### src/rtl/bus_arbiter_pkg.sv
// Shared types and address-decode helper for the bus arbiter.
// Build option: define BUS_TIMEOUT_EN to bound the ACCESS wait (see bus_arbiter).
package bus_pkg;

  typedef enum logic [1:0] {
    IDLE   = 2'd0,
    ACCESS = 2'd1,
    RESP   = 2'd2,
    ERR    = 2'd3
  } bus_state_e;

  localparam logic [3:0]  DEV_BASE_OFFSET = 4'd2;
  localparam logic [31:0] DEV_ADDR_MASK   = 32'h0FFF_FFFF;

  typedef struct packed {
    logic        valid;
    logic [3:0]  idx;
    logic [31:0] offset;
  } dev_dec_t;

  // Top nibble selects the device (nibbles 0x0/0x1 are unmapped), low 28 bits are the offset.
  function automatic dev_dec_t dev_decode(input logic [31:0] addr, input int unsigned num_device);
    dev_dec_t dec;
    dec.offset = addr & DEV_ADDR_MASK;
    if (addr[31:28] < DEV_BASE_OFFSET) begin
      dec.valid = 1'b0;
      dec.idx   = 4'd0;
    end else begin
      dec.idx   = addr[31:28] - DEV_BASE_OFFSET;
      dec.valid = ({28'd0, dec.idx} < num_device);
    end
    return dec;
  endfunction

endpackage

### src/rtl/bus_arbiter_if.sv
// Master-side request/response and device-side select/ack signals of the bus arbiter.
interface bus_arbiter_if #(
  parameter int NUM_MASTER = 2,
  parameter int NUM_DEVICE = 14,
  parameter int ADDR_WIDTH = 32,
  parameter int DATA_WIDTH = 32
) ();

  logic [NUM_MASTER-1:0]                 m_req_i;
  logic [NUM_MASTER-1:0]                 m_we_i;
  logic [NUM_MASTER-1:0][ADDR_WIDTH-1:0] m_addr_i;
  logic [NUM_MASTER-1:0][DATA_WIDTH-1:0] m_wdata_i;
  logic [NUM_MASTER-1:0][DATA_WIDTH-1:0] m_rdata_o;
  logic [NUM_MASTER-1:0]                 m_gnt_o;
  logic [NUM_MASTER-1:0]                 m_err_o;

  logic [NUM_DEVICE-1:0]                 d_sel_o;
  logic [ADDR_WIDTH-1:0]                 d_addr_o;
  logic                                  d_we_o;
  logic                                  d_re_o;
  logic [DATA_WIDTH-1:0]                 d_wdata_o;
  logic [NUM_DEVICE-1:0][DATA_WIDTH-1:0] d_rdata_i;
  logic [NUM_DEVICE-1:0]                 d_ack_i;

  modport slave (
    input  m_req_i, m_we_i, m_addr_i, m_wdata_i, d_rdata_i, d_ack_i,
    output m_rdata_o, m_gnt_o, m_err_o, d_sel_o, d_addr_o, d_we_o, d_re_o, d_wdata_o
  );

  modport master (
    output m_req_i, m_we_i, m_addr_i, m_wdata_i, d_rdata_i, d_ack_i,
    input  m_rdata_o, m_gnt_o, m_err_o, d_sel_o, d_addr_o, d_we_o, d_re_o, d_wdata_o
  );

endinterface

### src/rtl/bus_arbiter_rr_arbiter.sv
// Round-robin request picker: first requester found scanning upward from rr_ptr, wrapping.
module rr_arbiter #(
  parameter int NUM_MASTER = 2,
  parameter int IDX_W      = 1
) (
  input  logic [NUM_MASTER-1:0] req,
  input  logic [IDX_W-1:0]      rr_ptr,
  output logic                  valid,
  output logic [IDX_W-1:0]      index
);

  assign valid = |req;

  // Scan from the farthest candidate back to rr_ptr so the nearest requester wins last.
  always_comb begin
    logic [IDX_W-1:0] cand_s;
    index  = '0;
    cand_s = '0;
    for (int i = NUM_MASTER - 1; i >= 0; i--) begin
      cand_s = IDX_W'((int'(rr_ptr) + i) % NUM_MASTER);
      index  = req[cand_s] ? cand_s : index;
    end
  end

endmodule

### src/rtl/bus_arbiter.sv
// Multi-master to multi-device bus arbiter with address decode and round-robin fairness.
// Build option: BUS_TIMEOUT_EN turns an unanswered ACCESS into ERR after TIMEOUT_CYCLES.
module bus_arbiter #(
  parameter int NUM_MASTER     = 2,
  parameter int NUM_DEVICE     = 14,
  parameter int ADDR_WIDTH     = 32,
  parameter int DATA_WIDTH     = 32,
  parameter int TIMEOUT_CYCLES = 16
) (
  input  logic          clk_i,
  input  logic          rst_i,
  bus_arbiter_if.slave  bus
);

  import bus_pkg::*;

  localparam int IDX_W = (NUM_MASTER > 1) ? $clog2(NUM_MASTER) : 1;
  localparam int DEV_W = (NUM_DEVICE > 1) ? $clog2(NUM_DEVICE) : 1;
  localparam logic [IDX_W-1:0]      LAST_MST = IDX_W'(NUM_MASTER - 1);
  localparam logic [NUM_MASTER-1:0] MST_ONE  = NUM_MASTER'(1);
  localparam logic [NUM_DEVICE-1:0] DEV_ONE  = NUM_DEVICE'(1);

  bus_state_e                            state_r;
  logic [IDX_W-1:0]                      rr_ptr_r;
  logic [IDX_W-1:0]                      mst_r;
  logic                                  we_r;
  logic [DEV_W-1:0]                      dev_r;
  logic [NUM_MASTER-1:0]                 m_gnt_r;
  logic [NUM_MASTER-1:0]                 m_err_r;
  logic [NUM_MASTER-1:0][DATA_WIDTH-1:0] m_rdata_r;
  logic [NUM_DEVICE-1:0]                 d_sel_r;
  logic [ADDR_WIDTH-1:0]                 d_addr_r;
  logic                                  d_we_r;
  logic                                  d_re_r;
  logic [DATA_WIDTH-1:0]                 d_wdata_r;

`ifdef BUS_TIMEOUT_EN
  localparam int TMO_W = (TIMEOUT_CYCLES > 1) ? $clog2(TIMEOUT_CYCLES) : 1;
  localparam logic [TMO_W-1:0] TMO_LAST = TMO_W'(TIMEOUT_CYCLES - 1);
  logic [TMO_W-1:0] tmo_cnt_r;
`endif

  logic             arb_valid_s;
  logic [IDX_W-1:0] arb_idx_s;
  dev_dec_t         dec_s;

  rr_arbiter #(
    .NUM_MASTER (NUM_MASTER),
    .IDX_W      (IDX_W)
  ) u_rr_arbiter (
    .req    (bus.m_req_i),
    .rr_ptr (rr_ptr_r),
    .valid  (arb_valid_s),
    .index  (arb_idx_s)
  );

  assign dec_s = dev_decode(32'(bus.m_addr_i[arb_idx_s]), NUM_DEVICE);

  // Transaction FSM; every bus output is a register updated alongside the state.
  always_ff @(posedge clk_i or negedge rst_i) begin
    if (!rst_i) begin
      state_r   <= IDLE;
      rr_ptr_r  <= '0;
      mst_r     <= '0;
      we_r      <= 1'b0;
      dev_r     <= '0;
      m_gnt_r   <= '0;
      m_err_r   <= '0;
      m_rdata_r <= '0;
      d_sel_r   <= '0;
      d_addr_r  <= '0;
      d_we_r    <= 1'b0;
      d_re_r    <= 1'b0;
      d_wdata_r <= '0;
`ifdef BUS_TIMEOUT_EN
      tmo_cnt_r <= '0;
`endif
    end else begin
      case (state_r)
        IDLE: begin
          m_gnt_r   <= '0;
          m_err_r   <= '0;
          m_rdata_r <= '0;
          if (arb_valid_s) begin
            mst_r <= arb_idx_s;
            we_r  <= bus.m_we_i[arb_idx_s];
            if (dec_s.valid) begin
              state_r   <= ACCESS;
              dev_r     <= dec_s.idx[DEV_W-1:0];
              d_sel_r   <= DEV_ONE << dec_s.idx;
              d_addr_r  <= ADDR_WIDTH'(dec_s.offset);
              d_we_r    <= bus.m_we_i[arb_idx_s];
              d_re_r    <= !bus.m_we_i[arb_idx_s];
              d_wdata_r <= bus.m_we_i[arb_idx_s] ? bus.m_wdata_i[arb_idx_s] : '0;
`ifdef BUS_TIMEOUT_EN
              tmo_cnt_r <= '0;
`endif
            end else begin
              // Unmapped address: answer straight away with an error, devices stay idle.
              state_r <= ERR;
              m_gnt_r <= MST_ONE << arb_idx_s;
              m_err_r <= MST_ONE << arb_idx_s;
            end
          end else begin
            state_r <= IDLE;
          end
        end

        ACCESS: begin
          if (bus.d_ack_i[dev_r]) begin
            state_r          <= RESP;
            m_gnt_r          <= MST_ONE << mst_r;
            m_rdata_r[mst_r] <= we_r ? '0 : bus.d_rdata_i[dev_r];
            d_sel_r          <= '0;
            d_addr_r         <= '0;
            d_we_r           <= 1'b0;
            d_re_r           <= 1'b0;
            d_wdata_r        <= '0;
          end
`ifdef BUS_TIMEOUT_EN
          else if (tmo_cnt_r == TMO_LAST) begin
            state_r   <= ERR;
            m_gnt_r   <= MST_ONE << mst_r;
            m_err_r   <= MST_ONE << mst_r;
            d_sel_r   <= '0;
            d_addr_r  <= '0;
            d_we_r    <= 1'b0;
            d_re_r    <= 1'b0;
            d_wdata_r <= '0;
          end else begin
            tmo_cnt_r <= tmo_cnt_r + 1'b1;
          end
`else
          else begin
            state_r <= ACCESS;
          end
`endif
        end

        RESP, ERR: begin
          state_r   <= IDLE;
          m_gnt_r   <= '0;
          m_err_r   <= '0;
          m_rdata_r <= '0;
          rr_ptr_r  <= (mst_r == LAST_MST) ? '0 : mst_r + 1'b1;
        end

        default: begin
          state_r   <= IDLE;
          m_gnt_r   <= '0;
          m_err_r   <= '0;
          m_rdata_r <= '0;
          d_sel_r   <= '0;
          d_addr_r  <= '0;
          d_we_r    <= 1'b0;
          d_re_r    <= 1'b0;
          d_wdata_r <= '0;
        end
      endcase
    end
  end

  assign bus.m_gnt_o   = m_gnt_r;
  assign bus.m_err_o   = m_err_r;
  assign bus.m_rdata_o = m_rdata_r;
  assign bus.d_sel_o   = d_sel_r;
  assign bus.d_addr_o  = d_addr_r;
  assign bus.d_we_o    = d_we_r;
  assign bus.d_re_o    = d_re_r;
  assign bus.d_wdata_o = d_wdata_r;

endmodule

### src/flat_wrapper.sv
// flat-port wrapper written by rule: the top's interface ports become plain ports
module bus_arbiter_flat import bus_pkg::*;
#(
  parameter int NUM_MASTER     = 2,
  parameter int NUM_DEVICE     = 14,
  parameter int ADDR_WIDTH     = 32,
  parameter int DATA_WIDTH     = 32,
  parameter int TIMEOUT_CYCLES = 16
)
  (clk_i, rst_i, bus_m_req_i, bus_m_we_i, bus_m_addr_i, bus_m_wdata_i, bus_d_rdata_i, bus_d_ack_i, bus_m_rdata_o, bus_m_gnt_o, bus_m_err_o, bus_d_sel_o, bus_d_addr_o, bus_d_we_o, bus_d_re_o, bus_d_wdata_o);
  bus_arbiter_if #(.NUM_MASTER(NUM_MASTER), .NUM_DEVICE(NUM_DEVICE), .ADDR_WIDTH(ADDR_WIDTH), .DATA_WIDTH(DATA_WIDTH)) bus_i ();
  input  logic clk_i;
  input  logic rst_i;
  input wire logic [$bits(bus_i.m_req_i)-1:0] bus_m_req_i;
  input wire logic [$bits(bus_i.m_we_i)-1:0] bus_m_we_i;
  input wire logic [$bits(bus_i.m_addr_i)-1:0] bus_m_addr_i;
  input wire logic [$bits(bus_i.m_wdata_i)-1:0] bus_m_wdata_i;
  input wire logic [$bits(bus_i.d_rdata_i)-1:0] bus_d_rdata_i;
  input wire logic [$bits(bus_i.d_ack_i)-1:0] bus_d_ack_i;
  output wire logic [$bits(bus_i.m_rdata_o)-1:0] bus_m_rdata_o;
  output wire logic [$bits(bus_i.m_gnt_o)-1:0] bus_m_gnt_o;
  output wire logic [$bits(bus_i.m_err_o)-1:0] bus_m_err_o;
  output wire logic [$bits(bus_i.d_sel_o)-1:0] bus_d_sel_o;
  output wire logic [$bits(bus_i.d_addr_o)-1:0] bus_d_addr_o;
  output wire logic [$bits(bus_i.d_we_o)-1:0] bus_d_we_o;
  output wire logic [$bits(bus_i.d_re_o)-1:0] bus_d_re_o;
  output wire logic [$bits(bus_i.d_wdata_o)-1:0] bus_d_wdata_o;
  assign bus_i.m_req_i = bus_m_req_i;
  assign bus_i.m_we_i = bus_m_we_i;
  assign bus_i.m_addr_i = bus_m_addr_i;
  assign bus_i.m_wdata_i = bus_m_wdata_i;
  assign bus_i.d_rdata_i = bus_d_rdata_i;
  assign bus_i.d_ack_i = bus_d_ack_i;
  assign bus_m_rdata_o = bus_i.m_rdata_o;
  assign bus_m_gnt_o = bus_i.m_gnt_o;
  assign bus_m_err_o = bus_i.m_err_o;
  assign bus_d_sel_o = bus_i.d_sel_o;
  assign bus_d_addr_o = bus_i.d_addr_o;
  assign bus_d_we_o = bus_i.d_we_o;
  assign bus_d_re_o = bus_i.d_re_o;
  assign bus_d_wdata_o = bus_i.d_wdata_o;
  bus_arbiter #(.NUM_MASTER(NUM_MASTER), .NUM_DEVICE(NUM_DEVICE), .ADDR_WIDTH(ADDR_WIDTH), .DATA_WIDTH(DATA_WIDTH), .TIMEOUT_CYCLES(TIMEOUT_CYCLES)) u_core (.clk_i(clk_i), .rst_i(rst_i), .bus(bus_i));
endmodule
### config.mk
export PLATFORM = sky130hd
export DESIGN_NAME = bus_arbiter_flat
export DESIGN_NICKNAME = d
export VERILOG_FILES = /design/src/rtl/bus_arbiter_pkg.sv /design/src/rtl/bus_arbiter_if.sv /design/src/rtl/bus_arbiter_rr_arbiter.sv /design/src/rtl/bus_arbiter.sv /design/src/flat_wrapper.sv
export SDC_FILE = /design/constraint.sdc
export NUM_CORES = 1
export LEC_CHECK = 0
export BUFFER_PORTS_ARGS = -buffer_cell sky130_fd_sc_hd__buf_2
export CAP_MARGIN = 10
export CORE_AREA = 2 2 290 292
export DETAILED_ROUTE_END_ITERATION = 10
export DIE_AREA = 0 0 292 294
export PLACE_DENSITY = 0.36
export SLEW_MARGIN = 20
export SYNTH_ARGS = -nofsm -noshare
export SYNTH_HDL_FRONTEND = slang
export SYNTH_SLANG_ARGS = --single-unit
### constraint.sdc
create_clock -name clk_i -period 4.49 [get_ports clk_i]
set_input_delay 0.898 -clock clk_i [delete_from_list [all_inputs] [get_ports clk_i]]
set_output_delay 0.898 -clock clk_i [all_outputs]
set_load 0.005 [all_outputs]
==> run summary, run 1 <==
OUTCOME
-------------------------------------------------------------------------------------------
Run status                                                                     complete, no violations

CLOCK NETWORK
-------------------------------------------------------------------------------------------
Number of sinks on the clock net                                                        153
Number of buffers on the longest clock path                                               2
Clock slew seen by the registers of the worst setup and hold paths                  0.07 ns
Quantity of hold-fixing buffers added after cts                                           0
Total setup buffers inserted after CTS                                                    0
CTS Buf Count                                                                            17
Clock tree root buffer cell                                                    sky130_fd_sc_hd__clkbuf_16
Clock insertion delay at the later pin of the skew report                           0.47 ns
Number of instances resized during post-cts repair                                        0
H-tree depth                                                                              4
Clock tree from TritonCTS                                                             built

PWR
-------------------------------------------------------------------------------------------
Largest vdd supply drop                                                          0.000284 V
Leak pwr                                                                            7.86 nW
Power density over the cells                                                     616 mW/mm²
Overall Power                                                                       10.1 mW

TIMING
-------------------------------------------------------------------------------------------
Final setup TNS                                                                        0 ns
Worst hold slack                                                                   0.448 ns
Setup repair after global routing missed its margin                                      no
Number of pins exceeding their max-slew limit in the final report                         0
Total setup violations reported at the end of the flow                                    0
Peak clock frequency supported by timing                                            275 MHz
Final Cycle Share                                                                     0.811
Post-Route Skew                                                                  0.00910 ns
Relative slew slack                                                                   0.260
Post-layout min period                                                              3.64 ns
Slew at the pin with the worst max-slew slack                                       1.10 ns
Final number of hold-violating endpoints                                                  0
Fin worst setup slack                                                              0.848 ns

FLOORPLAN
-------------------------------------------------------------------------------------------
Die width                                                                            292 µm
Initial cell density of the core                                                      0.131
DIE HEIGHT                                                                           294 µm
I/O Pins                                                                                744
Area of the die                                                                  0.0858 mm²
Core region area                                                                 0.0829 mm²
Floorplan row count                                                                     106

CRITICAL PATH
-------------------------------------------------------------------------------------------
Kind of capture point of the worst setup path                                          flop
Maximum fanout along the worst path                                                      34
Classification of the worst setup path                                         input port to flop
Endpoint required time on the critical path                                         4.80 ns
CP Data Arrival Time                                                                3.96 ns
Kind of start point of the critical path                                         input port

FINAL LAYOUT
-------------------------------------------------------------------------------------------
Final Net Count                                                                        2204
Most common cell after layout, fill and taps aside                             sky130_fd_sc_hd__buf_2
Final non-filler cell total                                                            2707
Utilization after layout                                                              0.197
Layout cell share with drive strength beyond 1                                        0.609
Layout area overhead                                                                  51.0%
Fill cell instance count of the final layout                                           9228
Final standard cell area without fillers                                         0.0164 mm²
Highest-count cells in the layout ignoring fill and taps                       sky130_fd_sc_hd__buf_2 (738), sky130_fd_sc_hd__dfrtp_1 (150), sky130_fd_sc_hd__nand2_1 (130)

GLOBAL ROUTE
-------------------------------------------------------------------------------------------
Combined global-route utilization of all metal layers                                 0.143
Initial antenna violation count                                                          24
Global route overflow                                                                     0
Global-route wire length before repair                                              87.7 mm
Maximum number of pins on one net before global-route repair                             85
Vias in the first global route                                                        12200

YOSYS
-------------------------------------------------------------------------------------------
Yosys cell types                                                                         55
Ys Warns                                                                                  0
Most used flip-flop cell after synthesis                                       sky130_fd_sc_hd__dfrtp_1
Count of state elements after synthesis                                                 153
Most area-hungry cell type in the Yosys netlist                                sky130_fd_sc_hd__dfrtp_1
Top cell type's share of synthesized area                                             0.353
Proportion of synthesized chip area in sequential cells                               0.353
Top area cells in the synthesized netlist                                      sky130_fd_sc_hd__dfrtp_1 (35%), sky130_fd_sc_hd__mux4_2 (21%), sky130_fd_sc_hd__a32o_1 (6.3%)
Async set or reset register ratio after synthesis                                      1.00
Synthesized instance count                                                              922
Mean instance size in the synthesized netlist                                      11.8 µm²
Combined area of all synthesized cells                                           0.0108 mm²
Number of enable-type register cells in the synthesized netlist                           0

PLACE
-------------------------------------------------------------------------------------------
Total cell area at the placement stage                                           0.0158 mm²
DP Cell Count                                                                          2668
DPL Wire Length                                                                     51.3 mm
Worst slack at placement                                                           0.436 ns
Placer congestion estimate                                                            0.906
Quantity of I/O buffers inserted on ports                                               739

DRT
-------------------------------------------------------------------------------------------
Average via count per standard cell                                                    4.15
Number of design-rule violations left by the first detailed-router iteration            569
Total number of vias                                                                  11200
Routed wire length                                                                  63.2 mm
Wire length per cell                                                                23.3 µm
First-pass iteration count of the detailed router                                         5
Number of nets with antenna violations after routing                                      0
Count of unresolved DRC violations after routing                                          0

FLOW RUN
-------------------------------------------------------------------------------------------
Number of max-cap violations                                                              0

MIN PATH
-------------------------------------------------------------------------------------------
Path category of the worst min-delay check                                     input port to async pin

## critical path, cell delays in order
cell and delay, ns:
sky130_fd_sc_hd__buf_2 0.12, sky130_fd_sc_hd__nor2b_1 0.36, sky130_fd_sc_hd__nor3_1 0.14, sky130_fd_sc_hd__a21oi_1 0.39, sky130_fd_sc_hd__ha_1 0.38, sky130_fd_sc_hd__inv_1 0.13, sky130_fd_sc_hd__a311o_1 0.32, sky130_fd_sc_hd__a211oi_4 0.49
sky130_fd_sc_hd__o21a_1 0.17, sky130_fd_sc_hd__buf_4 0.38, sky130_fd_sc_hd__o32ai_1 0.16
## cell usage after synthesis, types with 2 or more instances
master / count
sky130_fd_sc_hd__a211oi_1: 3
sky130_fd_sc_hd__a21o_1: 3
sky130_fd_sc_hd__a21oi_1: 37
sky130_fd_sc_hd__a221o_1: 33
sky130_fd_sc_hd__a22o_1: 2
sky130_fd_sc_hd__a31oi_1: 32
sky130_fd_sc_hd__a32o_1: 68
sky130_fd_sc_hd__buf_1: 13
sky130_fd_sc_hd__buf_2: 27
sky130_fd_sc_hd__buf_4: 5
sky130_fd_sc_hd__buf_6: 8
sky130_fd_sc_hd__clkbuf_1: 48
sky130_fd_sc_hd__dfrtp_1: 153
sky130_fd_sc_hd__inv_1: 43
sky130_fd_sc_hd__mux2_2: 38
sky130_fd_sc_hd__mux2_4: 32
sky130_fd_sc_hd__mux2i_1: 40
sky130_fd_sc_hd__mux4_2: 101
sky130_fd_sc_hd__nand2_1: 130
sky130_fd_sc_hd__nand2b_1: 3
sky130_fd_sc_hd__nand3_1: 4
sky130_fd_sc_hd__nor2_1: 14
sky130_fd_sc_hd__nor2b_1: 4
sky130_fd_sc_hd__nor3_1: 4
sky130_fd_sc_hd__nor4_1: 4
sky130_fd_sc_hd__nor4b_1: 2
sky130_fd_sc_hd__o21a_1: 4
sky130_fd_sc_hd__o21ai_0: 5
sky130_fd_sc_hd__o22a_1: 2
sky130_fd_sc_hd__o2bb2ai_1: 2
sky130_fd_sc_hd__o311a_1: 2
sky130_fd_sc_hd__o32ai_1: 32
sky130_fd_sc_hd__or2_2: 2
## state kept, by name (all words and copies together) (netlist names)
name,cells
u_core.mst_r,1
u_core.bus.m_rdata_o,64
u_core.bus.d_re_o,1
u_core.bus.d_sel_o,14
u_core.dev_r,4
u_core.we_r,1
u_core.rr_ptr_r,1
u_core.bus.d_we_o,1
u_core.bus.d_wdata_o,32
u_core.bus.m_err_o,2
u_core.bus.m_gnt_o,2
u_core.state_r,2
u_core.bus.d_addr_o,28
## routing by layer
metal  track usage  vias to the layer above  routed length [µm]
li1              -                     5049                   -
met1         0.166                     5593               25600
met2         0.250                      496               31400
met3        0.0434                       73                4270
met4        0.0488                       12                1890
met5             0                        -                  71
## kinds of logic after synthesis
logic type / count (synthesis) / synth area share
compound gates: 238 / 0.187
xor+xnor: 1 / 0.000809
fa+ha+maj: 1 / 0.00115
buf+inv: 144 / 0.0603
flops: 153 / 0.353
mux: 211 / 0.331
other cells: 1 / 0.000346
simple gates: 173 / 0.0668
## cell type report
| cell class | instances | area (µm²) | area share |
|---|---|---|---|
| multi-input cells | 628 | 6400 | 0.391 |
| repair buffers | 764 | 4010 | 0.245 |
| flip-flops and latches | 153 | 3840 | 0.235 |
| well taps | 1080 | 1350 | 0.0826 |
| clock buffers | 22 | 474 | 0.0290 |
| inverters | 43 | 164 | 0.0100 |
| clock inverters | 10 | 106 | 0.00650 |
| diodes | 7 | 17.5 | 0.00107 |
## report_power, final
group	leakage, nW	switching, mW	internal [mW]	total (mW)
logic	5.54	3.48	2.78	6.26
registers	2.04	0.428	1.87	2.30
clock network	0.279	0.692	0.818	1.51
total	7.86	4.60	5.47	10.1
## worst paths after layout
| kind | startpoint | to | slack, ns | cells past startpoint |
|---|---|---|---|---|
| min | rst_i | u_core.bus.d_addr_o[20]$_DFFE_PN0P_ | 0.45 | 1 |
| max in group asynchronous | rst_i | u_core.bus.m_rdata_o[46]$_DFFE_PN0P_ | 3.08 | 2 |
| max | bus_m_req_i[0] | u_core.bus.d_wdata_o[22]$_DFFE_PN0P_ | 0.85 | 11 |
| min in group clk_i | u_core.bus.m_err_o[1]$_DFFE_PN0P_ | u_core.bus.m_err_o[1]$_DFFE_PN0P_ | 0.48 | 1 |
| max reg2reg | u_core.rr_ptr_r$_DFFE_PN0N_ | u_core.bus.d_wdata_o[22]$_DFFE_PN0P_ | 1.00 | 10 |
| min reg2reg | u_core.bus.m_err_o[1]$_DFFE_PN0P_ | u_core.bus.m_err_o[1]$_DFFE_PN0P_ | 0.48 | 1 |
No activity file was read; power rests on OpenSTA's default activity.
==> run 2, diff against run 1 <==
--- a/config.mk
+++ b/config.mk
@@ -7,10 +7,10 @@
 export LEC_CHECK = 0
 export BUFFER_PORTS_ARGS = -buffer_cell sky130_fd_sc_hd__buf_2
 export CAP_MARGIN = 10
-export CORE_AREA = 2 2 290 292
+export CORE_AREA = 2 2 287 289
 export DETAILED_ROUTE_END_ITERATION = 10
-export DIE_AREA = 0 0 292 294
-export PLACE_DENSITY = 0.36
+export DIE_AREA = 0 0 289 291
+export PLACE_DENSITY = 0.38
 export SLEW_MARGIN = 20
 export SYNTH_ARGS = -nofsm -noshare
 export SYNTH_HDL_FRONTEND = slang
==> constraint.sdc (replaced) <==
create_clock -name clk_i -period 3.2 [get_ports clk_i]
set_input_delay 0.64 -clock clk_i [delete_from_list [all_inputs] [get_ports clk_i]]
set_output_delay 0.64 -clock clk_i [all_outputs]
set_load 0.005 [all_outputs]
==> run summary, run 2 (same netlist as run 1, synthesis figures left out) <==
CLOCK NETWORK
-------------------------------------------------------------------------------------------
Clock tree from TritonCTS                                                             built   unchanged
Total setup buffers inserted after CTS                                                    0   unchanged
H-tree depth                                                                              4   unchanged
CTS Buf Count                                                                            17   unchanged
Number of buffers on the longest clock path                                               2   unchanged
Clock insertion delay at the later pin of the skew report                           0.48 ns   was 0.47 ns
Number of instances resized during post-cts repair                                        0   unchanged
Clock slew seen by the registers of the worst setup and hold paths                  0.07 ns   about the same
Quantity of hold-fixing buffers added after cts                                           0   unchanged
Number of sinks on the clock net                                                        153   unchanged
Clock tree root buffer cell                                                    sky130_fd_sc_hd__clkbuf_16   unchanged

FLOORPLAN
-------------------------------------------------------------------------------------------
Die width                                                                            289 µm   was 292 µm
Initial cell density of the core                                                      0.133   was 0.131
DIE HEIGHT                                                                           291 µm   was 294 µm
I/O Pins                                                                                744   unchanged
Area of the die                                                                  0.0841 mm²   was 0.0858 mm²
Core region area                                                                 0.0812 mm²   was 0.0829 mm²
Floorplan row count                                                                     105   was 106

GLOBAL ROUTE
-------------------------------------------------------------------------------------------
Met1 global-route usage                                                               0.177   was 0.166
Routing layer with the top usage in global route                                       met2   unchanged
Global route overflow                                                                     0   unchanged
Global-route wire length before repair                                              92.6 mm   was 87.7 mm
Maximum number of pins on one net before global-route repair                             69   was 85
GR Util met3                                                                         0.0422   was 0.0434
Combined global-route utilization of all metal layers                                 0.156   was 0.143
Met2 layer usage reported by global route                                             0.286   was 0.250
Initial antenna violation count                                                          36   was 24
Vias in the first global route                                                        12500   was 12200

TIMING
-------------------------------------------------------------------------------------------
Number of pins exceeding their max-slew limit in the final report                         0   unchanged
Relative slew slack                                                                   0.406   was 0.260
Post-layout min period                                                              2.88 ns
Final Cycle Share                                                                     0.900
Peak clock frequency supported by timing                                            347 MHz
Total setup violations reported at the end of the flow                                    0   unchanged
Slew at the pin with the worst max-slew slack                                      0.888 ns   was 1.10 ns
Final number of hold-violating endpoints                                                  0   unchanged
Setup repair after global routing missed its margin                                      no   unchanged
Final setup TNS                                                                        0 ns   unchanged
Post-Route Skew                                                                   0.0138 ns   was 0.00910 ns

PLACE
-------------------------------------------------------------------------------------------
Quantity of I/O buffers inserted on ports                                               739   unchanged
DPL Wire Length                                                                     55.1 mm   was 51.3 mm
DP Cell Count                                                                          2694   was 2668
Placer congestion estimate                                                            0.913   was 0.906

FINAL LAYOUT
-------------------------------------------------------------------------------------------
Highest-count cells in the layout ignoring fill and taps                       sky130_fd_sc_hd__buf_2 (738), sky130_fd_sc_hd__dfrtp_1 (150), sky130_fd_sc_hd__nand2_1 (130)   unchanged
Final Net Count                                                                        2240   was 2204
Max reg flops                                                                            64   unchanged
Fill cell instance count of the final layout                                           9065   was 9228
Most common cell after layout, fill and taps aside                             sky130_fd_sc_hd__buf_2   unchanged
Layout area overhead                                                                  54.1%   was 51.0%
Layout cell share with drive strength beyond 1                                        0.619   was 0.609
Final non-filler cell total                                                            2731   was 2707
Utilization after layout                                                              0.206   was 0.197

DRT
-------------------------------------------------------------------------------------------
Number of nets with antenna violations after routing                                      0   unchanged
Routed wire length                                                                  66.8 mm   was 63.2 mm
Average via count per standard cell                                                    4.25   was 4.15
First-pass iteration count of the detailed router                                         5   unchanged
Wire length per cell                                                                24.5 µm   was 23.3 µm
Count of unresolved DRC violations after routing                                          0   unchanged
Number of design-rule violations left by the first detailed-router iteration            611   was 569
Total number of vias                                                                  11600   was 11200

PWR
-------------------------------------------------------------------------------------------
Power density over the cells                                                     876 mW/mm²   was 616 mW/mm²
Leak pwr                                                                            8.07 nW   was 7.86 nW
Overall Power                                                                       14.6 mW   was 10.1 mW
Largest vdd supply drop                                                          0.000480 V   was 0.000284 V

CRITICAL PATH
-------------------------------------------------------------------------------------------
Classification of the worst setup path                                         flop to flop   was input port to flop
CP Data Arrival Time                                                                3.23 ns   was 3.96 ns
Kind of capture point of the worst setup path                                          flop   unchanged
Endpoint required time on the critical path                                         3.55 ns   was 4.80 ns
Maximum fanout along the worst path                                                      12   was 34
Kind of start point of the critical path                                               flop   was input port

FLOW RUN
-------------------------------------------------------------------------------------------
Number of max-cap violations                                                              0   unchanged

MIN PATH
-------------------------------------------------------------------------------------------
Path category of the worst min-delay check                                     input port to async pin   unchanged

OUTCOME
-------------------------------------------------------------------------------------------
Run status                                                                     complete, no violations   unchanged

-- run 2: changes by cell type in the layout (fill, tap and decap cells not counted), moves of 2 or more --
cell	delta
sky130_fd_sc_hd__buf_12	+5
sky130_fd_sc_hd__clkbuf_8	-2
sky130_fd_sc_hd__buf_4	+31
sky130_fd_sc_hd__diode_2	-2
sky130_fd_sc_hd__clkinv_2	+2
sky130_fd_sc_hd__inv_6	-4
sky130_fd_sc_hd__clkinv_4	+2
-- run 2: layout make-up --
type / count / area [µm²] / share of cell area
Multi-Input combinational cell: 628 / 6420 / 0.384
Timing Repair Buffer: 800 / 4340 / 0.260
Sequential cell: 153 / 3840 / 0.230
Tap cell: 1070 / 1340 / 0.0802
Clock buffer: 19 / 443 / 0.0265
Inverter: 43 / 163 / 0.00974
Clock inverter: 13 / 145 / 0.00869
Antenna cell: 5 / 12.5 / 0.000749
-- run 2: worst max-delay path: stages, from the launching register on --
cell	delay [ns]
sky130_fd_sc_hd__dfrtp_4	0.61
sky130_fd_sc_hd__mux4_2	0.58
sky130_fd_sc_hd__a22o_1	0.35
sky130_fd_sc_hd__a32oi_4	0.40
sky130_fd_sc_hd__o31ai_4	0.14
sky130_fd_sc_hd__buf_12	0.18
sky130_fd_sc_hd__buf_12	0.15
sky130_fd_sc_hd__mux2_4	0.30
-- run 2: final timing paths --
kind	end	depth (start not counted)	slack, ns	from
worst max-delay path	u_core.bus.d_addr_o[16]$_DFFE_PN0P_	7	0.32	u_core.dev_r[0]$_DFFE_PN0P_
max in group asynchronous	u_core.dev_r[0]$_DFFE_PN0P_	2	2.23	rst_i
worst max register to register	u_core.bus.d_addr_o[16]$_DFFE_PN0P_	7	0.32	u_core.dev_r[0]$_DFFE_PN0P_
min in group clk_i	u_core.bus.m_err_o[0]$_DFFE_PN0P_	1	0.48	u_core.bus.m_err_o[0]$_DFFE_PN0P_
worst min-delay path	u_core.bus.d_wdata_o[0]$_DFFE_PN0P_	1	0.19	rst_i
worst min register to register	u_core.bus.m_err_o[0]$_DFFE_PN0P_	1	0.48	u_core.bus.m_err_o[0]$_DFFE_PN0P_
-- run 2: metal layers --
| metal | vias to the layer above | share of wire |
|---|---|---|
| li1 | 5116 | - |
| met1 | 5832 | 0.39 |
| met2 | 542 | 0.52 |
| met3 | 90 | 0.069 |
| met4 | 16 | 0.020 |
| met5 | - | 0.0015 |
-- run 2: stage by stage --
step	instance area [µm²]	hold WS [ns]	setup WS, ns
CTS	16700	0.170	0.287
finish	16700	0.193	0.321
global route	16700	0.201	0.120
global placement	16100	0.468	-0.0784
detailed placement	16100	0.470	-0.0474
floorplan	10900	0.344	-0.0135
-- run 2: power by group --
part | total (mW) | leakage (nW) | switching (mW) | internal, mW
Sequential | 3.17 | 2.04 | 0.538 | 2.63
Clock | 2.12 | 0.285 | 0.950 | 1.17
Combinational | 9.33 | 5.75 | 5.14 | 4.20
Total | 14.6 | 8.07 | 6.62 | 8.00
==> run 3, diff against run 2 <==
--- a/config.mk
+++ b/config.mk
@@ -7,10 +7,12 @@
 export LEC_CHECK = 0
 export BUFFER_PORTS_ARGS = -buffer_cell sky130_fd_sc_hd__buf_2
 export CAP_MARGIN = 10
-export CORE_AREA = 2 2 287 289
+export CELL_PAD_IN_SITES_DETAIL_PLACEMENT = 1
+export CELL_PAD_IN_SITES_GLOBAL_PLACEMENT = 1
+export CORE_AREA = 2 2 292 294
 export DETAILED_ROUTE_END_ITERATION = 10
-export DIE_AREA = 0 0 289 291
-export PLACE_DENSITY = 0.38
+export DIE_AREA = 0 0 294 296
+export PLACE_DENSITY = 0.46
 export SLEW_MARGIN = 20
 export SYNTH_ARGS = -nofsm -noshare
 export SYNTH_HDL_FRONTEND = slang
==> constraint.sdc (replaced) <==
create_clock -name clk_i -period 2.4 [get_ports clk_i]
set_input_delay 0.48 -clock clk_i [delete_from_list [all_inputs] [get_ports clk_i]]
set_output_delay 0.48 -clock clk_i [all_outputs]
set_load 0.005 [all_outputs]
==> run summary, run 3 (same netlist as run 1, synthesis figures left out) <==
CLOCK NETWORK
-------------------------------------------------------------------------------------------
Clock slew seen by the registers of the worst setup and hold paths                  0.07 ns   about the same
Clock tree from TritonCTS                                                             built   unchanged
Number of buffers on the longest clock path                                               2   unchanged
Clock tree root buffer cell                                                    sky130_fd_sc_hd__clkbuf_16   unchanged
Clock insertion delay at the later pin of the skew report                           0.48 ns   about the same
H-tree depth                                                                              4   unchanged
Number of sinks on the clock net                                                        153   unchanged
CTS Buf Count                                                                            17   unchanged

TIMING
-------------------------------------------------------------------------------------------
Post-Route Skew                                                                  0.00985 ns   was 0.0138 ns
Peak clock frequency supported by timing                                            367 MHz   was 347 MHz
Slew at the pin with the worst max-slew slack                                      0.561 ns   was 0.888 ns
Total setup violations reported at the end of the flow                                  121   was 0
Setup repair after global routing missed its margin                                     yes   was no
Post-layout min period                                                              2.72 ns   was 2.88 ns
Final number of hold-violating endpoints                                                  0   unchanged
Fin worst setup slack                                                             -0.323 ns   was 0.321 ns
Relative slew slack                                                                   0.626   was 0.406
Final Cycle Share                                                                      1.13   was 0.900
Number of pins exceeding their max-slew limit in the final report                         0   unchanged

FLOORPLAN
-------------------------------------------------------------------------------------------
Floorplan row count                                                                     107   was 105
Core region area                                                                 0.0842 mm²   was 0.0812 mm²
Area of the die                                                                  0.0870 mm²   was 0.0841 mm²
Die width                                                                            294 µm   was 289 µm
Initial cell density of the core                                                      0.129   was 0.133
DIE HEIGHT                                                                           296 µm   was 291 µm
I/O Pins                                                                                744   unchanged

DRT
-------------------------------------------------------------------------------------------
Count of unresolved DRC violations after routing                                          0   unchanged
Number of nets with antenna violations after routing                                      0   unchanged
Routed wire length                                                                  69.1 mm   was 66.8 mm
Average via count per standard cell                                                    4.19   was 4.25
Number of design-rule violations left by the first detailed-router iteration            563   was 611
Total number of vias                                                                  12000   was 11600
First-pass iteration count of the detailed router                                         4   was 5
Wire length per cell                                                                24.2 µm   was 24.5 µm

FINAL LAYOUT
-------------------------------------------------------------------------------------------
Layout cell share with drive strength beyond 1                                        0.680   was 0.619
Max reg flops                                                                            64   unchanged
Highest-count cells in the layout ignoring fill and taps                       sky130_fd_sc_hd__buf_2 (738), sky130_fd_sc_hd__dfrtp_1 (150), sky130_fd_sc_hd__nand2_1 (128)   was sky130_fd_sc_hd__buf_2 (738), sky130_fd_sc_hd__dfrtp_1 (150), sky130_fd_sc_hd__nand2_1 (130)
Final non-filler cell total                                                            2852   was 2731
Fill cell instance count of the final layout                                           9729   was 9065
Utilization after layout                                                              0.227   was 0.206
Layout area overhead                                                                  76.5%   was 54.1%
Most common cell after layout, fill and taps aside                             sky130_fd_sc_hd__buf_2   unchanged
Final Net Count                                                                        2337   was 2240

PLACE
-------------------------------------------------------------------------------------------
DP Cell Count                                                                          2748   was 2694
DPL Wire Length                                                                     54.3 mm   was 55.1 mm
Placer congestion estimate                                                            0.931   was 0.913
Worst slack at placement                                                          -0.606 ns   was -0.0474 ns
Quantity of I/O buffers inserted on ports                                               739   unchanged

CRITICAL PATH
-------------------------------------------------------------------------------------------
CP Data Arrival Time                                                                3.08 ns   was 3.23 ns
Slowest stage delay, CP                                                             0.41 ns   was 0.61 ns
Endpoint required time on the critical path                                         2.75 ns   was 3.55 ns
Worst path slowest cell                                                        sky130_fd_sc_hd__dfrtp_1   was sky130_fd_sc_hd__dfrtp_4
Kind of start point of the critical path                                               flop   unchanged
Kind of capture point of the worst setup path                                          flop   unchanged
Most numerous cell on the critical path                                        sky130_fd_sc_hd__buf_6   was sky130_fd_sc_hd__buf_12
Cell class contributing the biggest share of worst-path delay                  compound AO/OA/AOI/OAI gates   unchanged
Maximum fanout along the worst path                                                       8   was 12
Crit path cell chain                                                           nand2b_4 > nand2_8 > mux2i_4 > ha_4 > a311o_1 > a211oi_4 > buf_6 > o31ai_4 > buf_6 > buf_16 > mux2_4   was mux4_2 > a22o_1 > a32oi_4 > o31ai_4 > buf_12 > buf_12 > mux2_4
Classification of the worst setup path                                         flop to flop   unchanged
Worst path buffer plus inverter count                                                     3   was 2

GLOBAL ROUTE
-------------------------------------------------------------------------------------------
Global-route wire length before repair                                              94.9 mm   was 92.6 mm
Vias in the first global route                                                        13000   was 12500
Combined global-route utilization of all metal layers                                 0.154   was 0.156
Initial antenna violation count                                                          27   was 36
Maximum number of pins on one net before global-route repair                             66   was 69
Global route overflow                                                                     0   unchanged

OUTCOME
-------------------------------------------------------------------------------------------
Violations in the final reports                                                setup timing
Run status                                                                     finished, violations left   was complete, no violations

PWR
-------------------------------------------------------------------------------------------
Power density over the cells                                                    1310 mW/mm²   was 876 mW/mm²
Overall Power                                                                       25.0 mW   was 14.6 mW
Largest vdd supply drop                                                          0.000565 V   was 0.000480 V
Leak pwr                                                                            8.98 nW   was 8.07 nW

MIN PATH
-------------------------------------------------------------------------------------------
Path category of the worst min-delay check                                     input port to flop   was input port to async pin

FLOW RUN
-------------------------------------------------------------------------------------------
Number of max-cap violations                                                              0   unchanged

==> run 3: changes by cell type in the layout (fill, tap and decap cells not counted), moves of 23 or more <==
| cell | change |
|---|---|
| sky130_fd_sc_hd__a31oi_1 | -26 |
| sky130_fd_sc_hd__a31oi_4 | +23 |
| sky130_fd_sc_hd__buf_12 | +23 |
| sky130_fd_sc_hd__buf_4 | +26 |
| sky130_fd_sc_hd__o32ai_1 | -32 |
| sky130_fd_sc_hd__o32ai_2 | +29 |
==> run 3: repair_timing <==
item	CTS	global route
buffers inserted	40	9
endpoints found under the setup margin	149	149
gates cloned	23	2
hold endpoints to repair	12	0
resized for setup	122	40
pin swaps	58	30
hold buffers	1	0
==> run 3: area by class of cell <==
cell class                      instances  area, µm²  share of cell area
Multi-Input combinational cell        628       7200               0.376
Timing Repair Buffer                  897       5930               0.310
Sequential cell                       153       3840               0.201
Tap cell                             1090       1360              0.0713
Clock buffer                           21        440              0.0230
Clock inverter                         11        171             0.00896
Inverter                               43        164             0.00857
Antenna cell                            9       22.5             0.00118
==> run 3: tightest hold or removal path: cells and delay by family <==
family	cells	cell delay, ns
AOI/OAI and AO/OA	1	0.19
buffers and inverters	1	0.08
muxes	1	0.07
==> run 3: path summary, 6_finish.rpt <==
kind                                              startpoint                                   end  slack, ns  depth (start not counted)
min in group asynchronous                              rst_i   u_core.bus.d_addr_o[25]$_DFFE_PN0P_       0.41                          2
setup / recovery                 u_core.rr_ptr_r$_DFFE_PN0N_   u_core.bus.d_addr_o[25]$_DFFE_PN0P_      -0.32                         11
hold reg to reg            u_core.bus.m_err_o[1]$_DFFE_PN0P_     u_core.bus.m_err_o[1]$_DFFE_PN0P_       0.47                          1
setup reg to reg                 u_core.rr_ptr_r$_DFFE_PN0N_   u_core.bus.d_addr_o[25]$_DFFE_PN0P_      -0.32                         11
hold / removal                             bus_m_wdata_i[53]  u_core.bus.d_wdata_o[21]$_DFFE_PN0P_       0.40                          3
max in group asynchronous                              rst_i           u_core.dev_r[0]$_DFFE_PN0P_       1.31                          3
==> run 3: layer usage <==
metal  track usage  part of all wire  up-vias
li1              -                 -     5326
met1         0.181              0.40     6032
met2         0.267              0.50      505
met3        0.0464             0.072       87
met4        0.0506             0.023        8
met5             0           0.00082        -
==> run 3: power breakdown <==
part	leakage [nW]	internal (mW)	switching, mW	total [mW]
Combinational	6.65	9.17	8.76	17.9
Sequential	2.04	3.51	0.633	4.14
Clock	0.292	1.74	1.22	2.96
Total	8.98	14.4	10.6	25.0
==> run 3: metrics by stage <==
stage,area (µm²),hold WS [ns],setup TNS (ns)
6_report,19100,0.397,-24.84
5_1_grt,19100,0.371,-38.94
4_1_cts,19000,0.342,-24.41
3_5_place_dp,16800,0.336,-56.87
3_3_place_gp,16800,0.330,-52.13
2_1_floorplan,11200,0.184,-48.70
